## src/rtl/traffic_light_sequencer_pkg.sv

```systemverilog
// tls_pkg: shared encodings for the traffic light sequencer (states, interval
// codes, lamp patterns) plus small decode helpers used by the top level.
package tls_pkg;

   typedef enum logic [2:0] {
      MAIN_GRN = 3'd0,
      MAIN_YEL = 3'd1,
      WALK     = 3'd2,
      SIDE_GRN = 3'd3,
      SIDE_EXT = 3'd4,
      SIDE_YEL = 3'd5
   } state_t;

   typedef enum logic [1:0] {
      LOAD0 = 2'd0,
      LOAD1 = 2'd1,
      COUNT = 2'd2
   } phase_t;

   localparam logic [1:0] INT_BASE = 2'b00;
   localparam logic [1:0] INT_EXT  = 2'b01;
   localparam logic [1:0] INT_YEL  = 2'b10;
   localparam logic [1:0] INT_DBL  = 2'b11;

   localparam logic [2:0] LAMP_R = 3'b100;
   localparam logic [2:0] LAMP_Y = 3'b010;
   localparam logic [2:0] LAMP_G = 3'b001;

   // Main-street lamp pattern shown while in a given state
   function automatic logic [2:0] main_lamp(input state_t s);
      logic [2:0] r;
      case (s)
         MAIN_GRN: r = LAMP_G;
         MAIN_YEL: r = LAMP_Y;
         default:  r = LAMP_R;
      endcase
      return r;
   endfunction

   // Side-street lamp pattern shown while in a given state
   function automatic logic [2:0] side_lamp(input state_t s);
      logic [2:0] r;
      case (s)
         SIDE_GRN, SIDE_EXT: r = LAMP_G;
         SIDE_YEL:           r = LAMP_Y;
         default:            r = LAMP_R;
      endcase
      return r;
   endfunction

   // Interval code requested when a state is entered; main green stretches
   // to double base when no side-street car is waiting
   function automatic logic [1:0] interval_code(input state_t s, input logic sensor);
      logic [1:0] r;
      case (s)
         MAIN_GRN:           r = sensor ? INT_BASE : INT_DBL;
         MAIN_YEL, SIDE_YEL: r = INT_YEL;
         WALK, SIDE_EXT:     r = INT_EXT;
         default:            r = INT_BASE;
      endcase
      return r;
   endfunction

endpackage

```

## src/rtl/traffic_light_sequencer_if.sv

```systemverilog
// traffic_light_sequencer_if: link between the sequencer (master) and the
// time-parameter block (slave): interval code out, registered duration back.
interface traffic_light_sequencer_if;
   import tls_pkg::*;

   logic [1:0] interval;
   logic [3:0] value;

   modport master (output interval, input value);
   modport slave  (input interval, output value);
endinterface

```

## src/rtl/traffic_light_sequencer_phase_countdown.sv

```systemverilog
// phase_countdown: two load cycles (wait for the parameter block to register
// the duration) followed by a 4-bit tick countdown. A zero duration is forced
// to one so every phase lasts at least one tick.
module phase_countdown
   import tls_pkg::*;
(
   input  logic       clk,
   input  logic       Reset_n,
   input  logic       start,
   input  logic       Tick,
   input  logic [3:0] value,
   output logic       expired
);

   phase_t     phase;
   phase_t     phase_next;
   logic [3:0] count;

   assign expired = (phase == COUNT) && Tick && (count == 4'd1);

   // Step through LOAD0 -> LOAD1 -> COUNT, restarting whenever a new phase opens
   always_comb begin
      phase_next = phase;
      if (start) begin
         phase_next = LOAD0;
      end else begin
         case (phase)
            LOAD0:   phase_next = LOAD1;
            LOAD1:   phase_next = COUNT;
            COUNT:   phase_next = COUNT;
            default: phase_next = LOAD0;
         endcase
      end
   end

   // Phase register plus counter: load on leaving LOAD1, decrement on ticks
   always_ff @(posedge clk or negedge Reset_n) begin
      if (!Reset_n) begin
         phase <= LOAD0;
         count <= 4'd0;
      end else begin
         phase <= phase_next;
         if (!start && (phase == LOAD1)) begin
            count <= (value == 4'd0) ? 4'd1 : value;
         end else if (!start && (phase == COUNT) && Tick) begin
            count <= count - 4'd1;
         end
      end
   end

endmodule

```

## src/rtl/traffic_light_sequencer.sv

```systemverilog
// traffic_light_sequencer: six-state intersection controller. Each state entry
// requests an interval from the time-parameter block and waits out the
// returned duration in 1 Hz ticks. Optional pedestrian phase: TLS_WALK_EN.
module traffic_light_sequencer
   import tls_pkg::*;
(
   input  logic                             clk,
   input  logic                             Reset_n,
   input  logic                             Tick,
   input  logic                             Sensor,
   input  logic                             Walk_Request,
   input  logic                             Prog_Sync,
   traffic_light_sequencer_if.master        tp,
   output logic [2:0]                       Main_Lights,
   output logic [2:0]                       Side_Lights,
   output logic                             Walk_Lamp
);

   state_t state;
   state_t state_next;
   logic   expired;
   logic   start;

   assign start = expired | Prog_Sync;

   phase_countdown u_countdown (
      .clk     (clk),
      .Reset_n (Reset_n),
      .start   (start),
      .Tick    (Tick),
      .value   (tp.value),
      .expired (expired)
   );

`ifdef TLS_WALK_EN
   logic walk_latch;
   logic walk_pend;
   logic walk_exit;

   assign walk_exit = (state == WALK) && expired && !Prog_Sync;

   // Remember pedestrian requests; ones arriving during WALK wait for the next round
   always_ff @(posedge clk or negedge Reset_n) begin
      if (!Reset_n) begin
         walk_latch <= 1'b0;
         walk_pend  <= 1'b0;
      end else if (walk_exit) begin
         walk_latch <= walk_pend | Walk_Request;
         walk_pend  <= 1'b0;
      end else begin
         walk_latch <= walk_latch | Walk_Request;
         walk_pend  <= (state == WALK) & (walk_pend | Walk_Request);
      end
   end

   // Walk indicator follows the registered state
   always_ff @(posedge clk or negedge Reset_n) begin
      if (!Reset_n) begin
         Walk_Lamp <= 1'b0;
      end else begin
         Walk_Lamp <= (state_next == WALK);
      end
   end
`else
   logic unused_walk_request;
   assign unused_walk_request = Walk_Request;
   assign Walk_Lamp = 1'b0;
`endif

   // Next phase: reprogramming wins, otherwise advance only on expiry
   always_comb begin
      state_next = state;
      if (Prog_Sync) begin
         state_next = MAIN_GRN;
      end else if (expired) begin
         case (state)
            MAIN_GRN: state_next = MAIN_YEL;
`ifdef TLS_WALK_EN
            MAIN_YEL: state_next = walk_latch ? WALK : SIDE_GRN;
            WALK:     state_next = SIDE_GRN;
`else
            MAIN_YEL: state_next = SIDE_GRN;
`endif
            SIDE_GRN: state_next = Sensor ? SIDE_EXT : SIDE_YEL;
            SIDE_EXT: state_next = SIDE_YEL;
            SIDE_YEL: state_next = MAIN_GRN;
            default:  state_next = MAIN_GRN;
         endcase
      end
   end

   // State register with registered lamp and interval outputs; the interval
   // is only resampled when a phase opens so Sensor cannot change it mid-phase
   always_ff @(posedge clk or negedge Reset_n) begin
      if (!Reset_n) begin
         state       <= MAIN_GRN;
         tp.interval <= INT_DBL;
         Main_Lights <= LAMP_G;
         Side_Lights <= LAMP_R;
      end else begin
         state       <= state_next;
         Main_Lights <= main_lamp(state_next);
         Side_Lights <= side_lamp(state_next);
         if (start) begin
            tp.interval <= interval_code(state_next, Sensor);
         end
      end
   end

endmodule

```

## src/flat_wrapper.sv

```systemverilog
// flat-port wrapper written by rule: the top's interface ports become plain ports
module traffic_light_sequencer_flat import tls_pkg::*;
  (clk, Reset_n, Tick, Sensor, Walk_Request, Prog_Sync, Main_Lights, Side_Lights, Walk_Lamp, tp_interval, tp_value);
  traffic_light_sequencer_if tp_i ();
  input  logic clk;
  input  logic Reset_n;
  input  logic Tick;
  input  logic Sensor;
  input  logic Walk_Request;
  input  logic Prog_Sync;
  output logic [2:0] Main_Lights;
  output logic [2:0] Side_Lights;
  output logic Walk_Lamp;
  output wire logic [$bits(tp_i.interval)-1:0] tp_interval;
  input wire logic [$bits(tp_i.value)-1:0] tp_value;
  assign tp_interval = tp_i.interval;
  assign tp_i.value = tp_value;
  traffic_light_sequencer u_core (.clk(clk), .Reset_n(Reset_n), .Tick(Tick), .Sensor(Sensor), .Walk_Request(Walk_Request), .Prog_Sync(Prog_Sync), .tp(tp_i), .Main_Lights(Main_Lights), .Side_Lights(Side_Lights), .Walk_Lamp(Walk_Lamp));
endmodule
```

## config.mk

```make
export PLATFORM = sky130hd
export DESIGN_NAME = traffic_light_sequencer_flat
export DESIGN_NICKNAME = d
export VERILOG_FILES = /design/src/rtl/traffic_light_sequencer_pkg.sv /design/src/rtl/traffic_light_sequencer_if.sv /design/src/rtl/traffic_light_sequencer_phase_countdown.sv /design/src/rtl/traffic_light_sequencer.sv /design/src/flat_wrapper.sv
export SDC_FILE = /design/constraint.sdc
export NUM_CORES = 1
export LEC_CHECK = 0
export CAP_MARGIN = 20
export CORE_MARGIN = 2
export CORE_UTILIZATION = 40
export CTS_CLUSTER_DIAMETER = 150
export DETAILED_ROUTE_END_ITERATION = 10
export GPL_TIMING_DRIVEN = 0
export PLACE_DENSITY = 0.6
export SYNTH_ARGS = -nofsm -noshare
export SYNTH_HDL_FRONTEND = slang
export SYNTH_HIERARCHICAL = 1
export SYNTH_SLANG_ARGS = --single-unit
```

## constraint.sdc

```tcl
create_clock -name clk -period 3.65 [get_ports clk]
set_input_delay 0.73 -clock clk [delete_from_list [all_inputs] [get_ports clk]]
set_output_delay 0.73 -clock clk [all_outputs]
set_load 0.01 [all_outputs]
```

==> metrics.csv <==
metric;value;unit
mappedNetlistArea;1000;µm²
overflow;0;
clock_tree.root_cell;clkbuf_4;
worst_ep_required_time;3850;ps
post-synth-top-area-cell;dfrtp_1;
grt_pass1_wl;3060;µm
setup.reg_to_reg.worst_slack;1310;ps
worst_hold_path.num_cells;2;
slew-limit-headroom;51.4;%
setup.worst_path.end_class;flip-flop;
grt_setup_unrepaired;no;
post_dp_cell_area;1200;µm²
multiplexer_area_fraction_after_synthesis;2.00;%
hold_path.startpoint;u_core/tp.interval[0];
holdBufCountCts;0;
total_clock_buffers_created_by_cts;3;
floorplan.initialDensity;41.3;%
count_of_port_buffers_added_during_placement;16;
ys_ff_latch;17;
dp_hpwl;1400;µm
clk_transition_reported_paths;90;ps
timing.critical_path.from_type;primary input;
fin_nets;134;
insertedDiodeCount;0;
die_width;54.1;µm
main_combinational_cell_family_by_area_after_synthesis;simple AND/OR/NAND/NOR gates;
ys_warn_count;6;
tritoncts;done;
global_route.usage.total;14.7;%
drv_slew;0;
cell_types_with_the_largest_area_share_after_synthesis;dfrtp_1, dfstp_2, ha_1, nor2b_1, a2111oi_4;
cts_buffer_depth;2;
number_of_antenna_violations_at_the_first_check_in_global_routing;0;
syn_area_per_cell;10.3;µm²
pin_slew_with_the_least_headroom_to_its_limit;727;ps
p_clk_share;21.1;%
power.switching;0.000140;W
worstPathMaxFanout;7;
routedWlPerCell;12.8;µm
post_cts_resize_count;0;
cts-htree-levels;1;
power-per-cell-area;372;nW/µm²
criticalPathCategory;in2reg;
whs_endpoint;u_core/tp.interval[0];
p_int;0.000319;W
switching_share;30.5;%
finalCritPeriodShare;72.6;%
share_of_power_burned_in_registers;53.1;%
leakagePower;0.493;nW
numClockSinks;17;
post_cts.repair.setup_buffers;0;
post-route-min-period;2650;ps
synth-adder-area-share;6.23;%
achievable-frequency;378;MHz
floorplan.die.height;54.1;µm
post-route-worst-setup-slack;1000;ps
ff_to_ff_end;u_core/Side_Lights[1];
finish.utilization;50.7;%
max-vdd-ir-drop;0.184;mV
synth_compound_gate_area_share;19.2;%
comb_power_share;25.8;%
route.final.wire_length;1900;µm
report.final.hold_viol_count;0;
timing.hold.ws;472;ps
insertion_delay;290;ps
yosys.cell_types.count;42;
drive_above_1_share;17.8;%
vias_in_the_first_global_route;714;
gp_routability_congestion;0.774;
drtAntennaViolNets;0;
report.final.setup_viol;0;
yosysSeqAreaShare;42.9;%
synthXorXnorAreaFrac;0;%
post_synthesis_net_count;112;
filler_cell_count;243;
dp_slack;195;ps
fp.dieArea;2930;µm²
layout-area-overhead-vs-synth;22.8;%
reg2reg_from;u_core/u_countdown/phase[0];
synth_top_cell_area_share;32.4;%
worst_clock_skew;8.63;ps
hold_path_class;reg2reg;
setup-tns-final;0;ps
cap_violations;0;
route.detailed.vias_per_inst;5.34;
simple_logic_cell_fraction_of_the_synthesized_area;22.6;%
arrival_time_of_data_at_the_critical_path_endpoint;2850;ps
detailedRoute.firstPassIterationCount;4;
final_design_area_no_fill;1230;µm²
drt_drc_violations_left;0;
worstRegToRegCells;8;
synthesis.instances;97;
std_cell_rows;18;
detailedRoute.firstIterationViolations;23;
core_area;2430;µm²
detailroute.via_count;791;
pin_count;19;
grt_start_max_net_pins;18;
run_status;completed;
[final cells by class]
type                            count  area [µm²]  area share (%)
Multi-Input combinational cell     68         505            41.0
Inverter                            5        18.8            1.52
Sequential cell                    17         430            34.9
Timing Repair Buffer               17         165            13.4
Buffer                              7        48.8            3.96
Clock buffer                        4        26.3            2.13
Tap cell                           30        37.5            3.05
[power groups by stage]
stage / clock (W) / combinational, W / sequential, W
2_1_floorplan: 0 / 0.0000832 / 0.000243
5_1_grt: 0.000109 / 0.000140 / 0.000247
6_report: 0.0000966 / 0.000118 / 0.000243
3_3_place_gp: 0 / 0.000116 / 0.000246
4_1_cts: 0.000105 / 0.000121 / 0.000243
3_5_place_dp: 0 / 0.000120 / 0.000247
[kinds of logic (layout without fill, tap and decap cells)]
family                     count (synthesis)  in the layout
adders and majority gates                  5              5
DFF                                       17             17
AOI/OAI and AO/OA                         25             25
muxes                                      2              2
and+or+nand+nor                           35             35
other                                      1              1
buffers and inverters                     12             33
[placed cells by master (no fill, tap or decap), drive strengths merged]
master / count
nor4: 2
o32ai: 1
or2: 1
a21oi: 6
buf: 7
nand2: 5
or4b: 1
clkbuf: 5
nand3b: 1
o21ai: 6
a21bo: 1
a22oi: 2
o31ai: 1
and2b: 1
nor3: 3
inv: 5
nor2b: 6
o21a: 1
a221o: 1
nand2b: 2
ha: 5
o2111a: 1
or3b: 1
dfstp: 4
o211ai: 2
mux2i: 2
nor2: 6
nand4bb: 2
a21o: 1
clkdlybuf4s50: 16
dfrtp: 13
nor4b: 2
a32oi: 1
and3: 1
a2111oi: 1
conb: 1
nand3: 1
[registers in the layout, summed over array words and instances, names as in the netlist]
name                      count
u_core/u_countdown/count      4
u_core/Main_Lights            3
u_core/Side_Lights            3
u_core/state                  3
u_core/tp.interval            2
u_core/u_countdown/phase      2
[routing by layer]
layer	part of all wire [%]	global-route usage, %	up-vias
met2	48	24.6	16
met5	0	0	-
met4	0.63	7.50	0
met3	5.3	3.06	2
li1	-	-	390
met1	46	17.6	383
[metrics by stage]
step,std cells,total power [W]
5_1_grt,148,0.000495
3_3_place_gp,143,0.000362
6_report,148,0.000458
2_1_floorplan,97,0.000326
3_5_place_dp,143,0.000367
4_1_cts,147,0.000469
[worst max path at each step]
stage                     startpoint                           to  slack, ps  cells past startpoint
after floorplan                 Tick  u_core/u_countdown/count[2]       1230                      9
after global placement          Tick  u_core/u_countdown/count[0]        250                     10
after detailed placement        Tick  u_core/u_countdown/count[0]        190                     10
after CTS                       Tick  u_core/u_countdown/count[0]        490                     10
after global routing            Tick        u_core/Side_Lights[1]        840                      7
final                           Tick        u_core/Side_Lights[1]       1000                      7
[synthesized netlist by cell type, drive strengths merged]
master	number
a2111oi	1
a21bo	1
a21o	1
a21oi	6
a221o	1
a22oi	2
a32oi	1
and2b	1
and3	1
buf	7
conb	1
dfrtp	13
dfstp	4
ha	5
inv	5
mux2i	2
nand2	5
nand2b	2
nand3	1
nand3b	1
nand4bb	2
nor2	6
nor2b	6
nor3	3
nor4	2
nor4b	2
o2111a	1
o211ai	2
o21a	1
o21ai	6
o31ai	1
o32ai	1
or2	1
or3b	1
or4b	1
[critical path, stage by stage]
cell,delay [ps]
clkdlybuf4s50_1,530
nand2_2,110
nor4b_1,420
clkbuf_2,250
nor2_1,80
a2111oi_4,440
nor4b_2,280
Power figures use the tool's default switching activity.
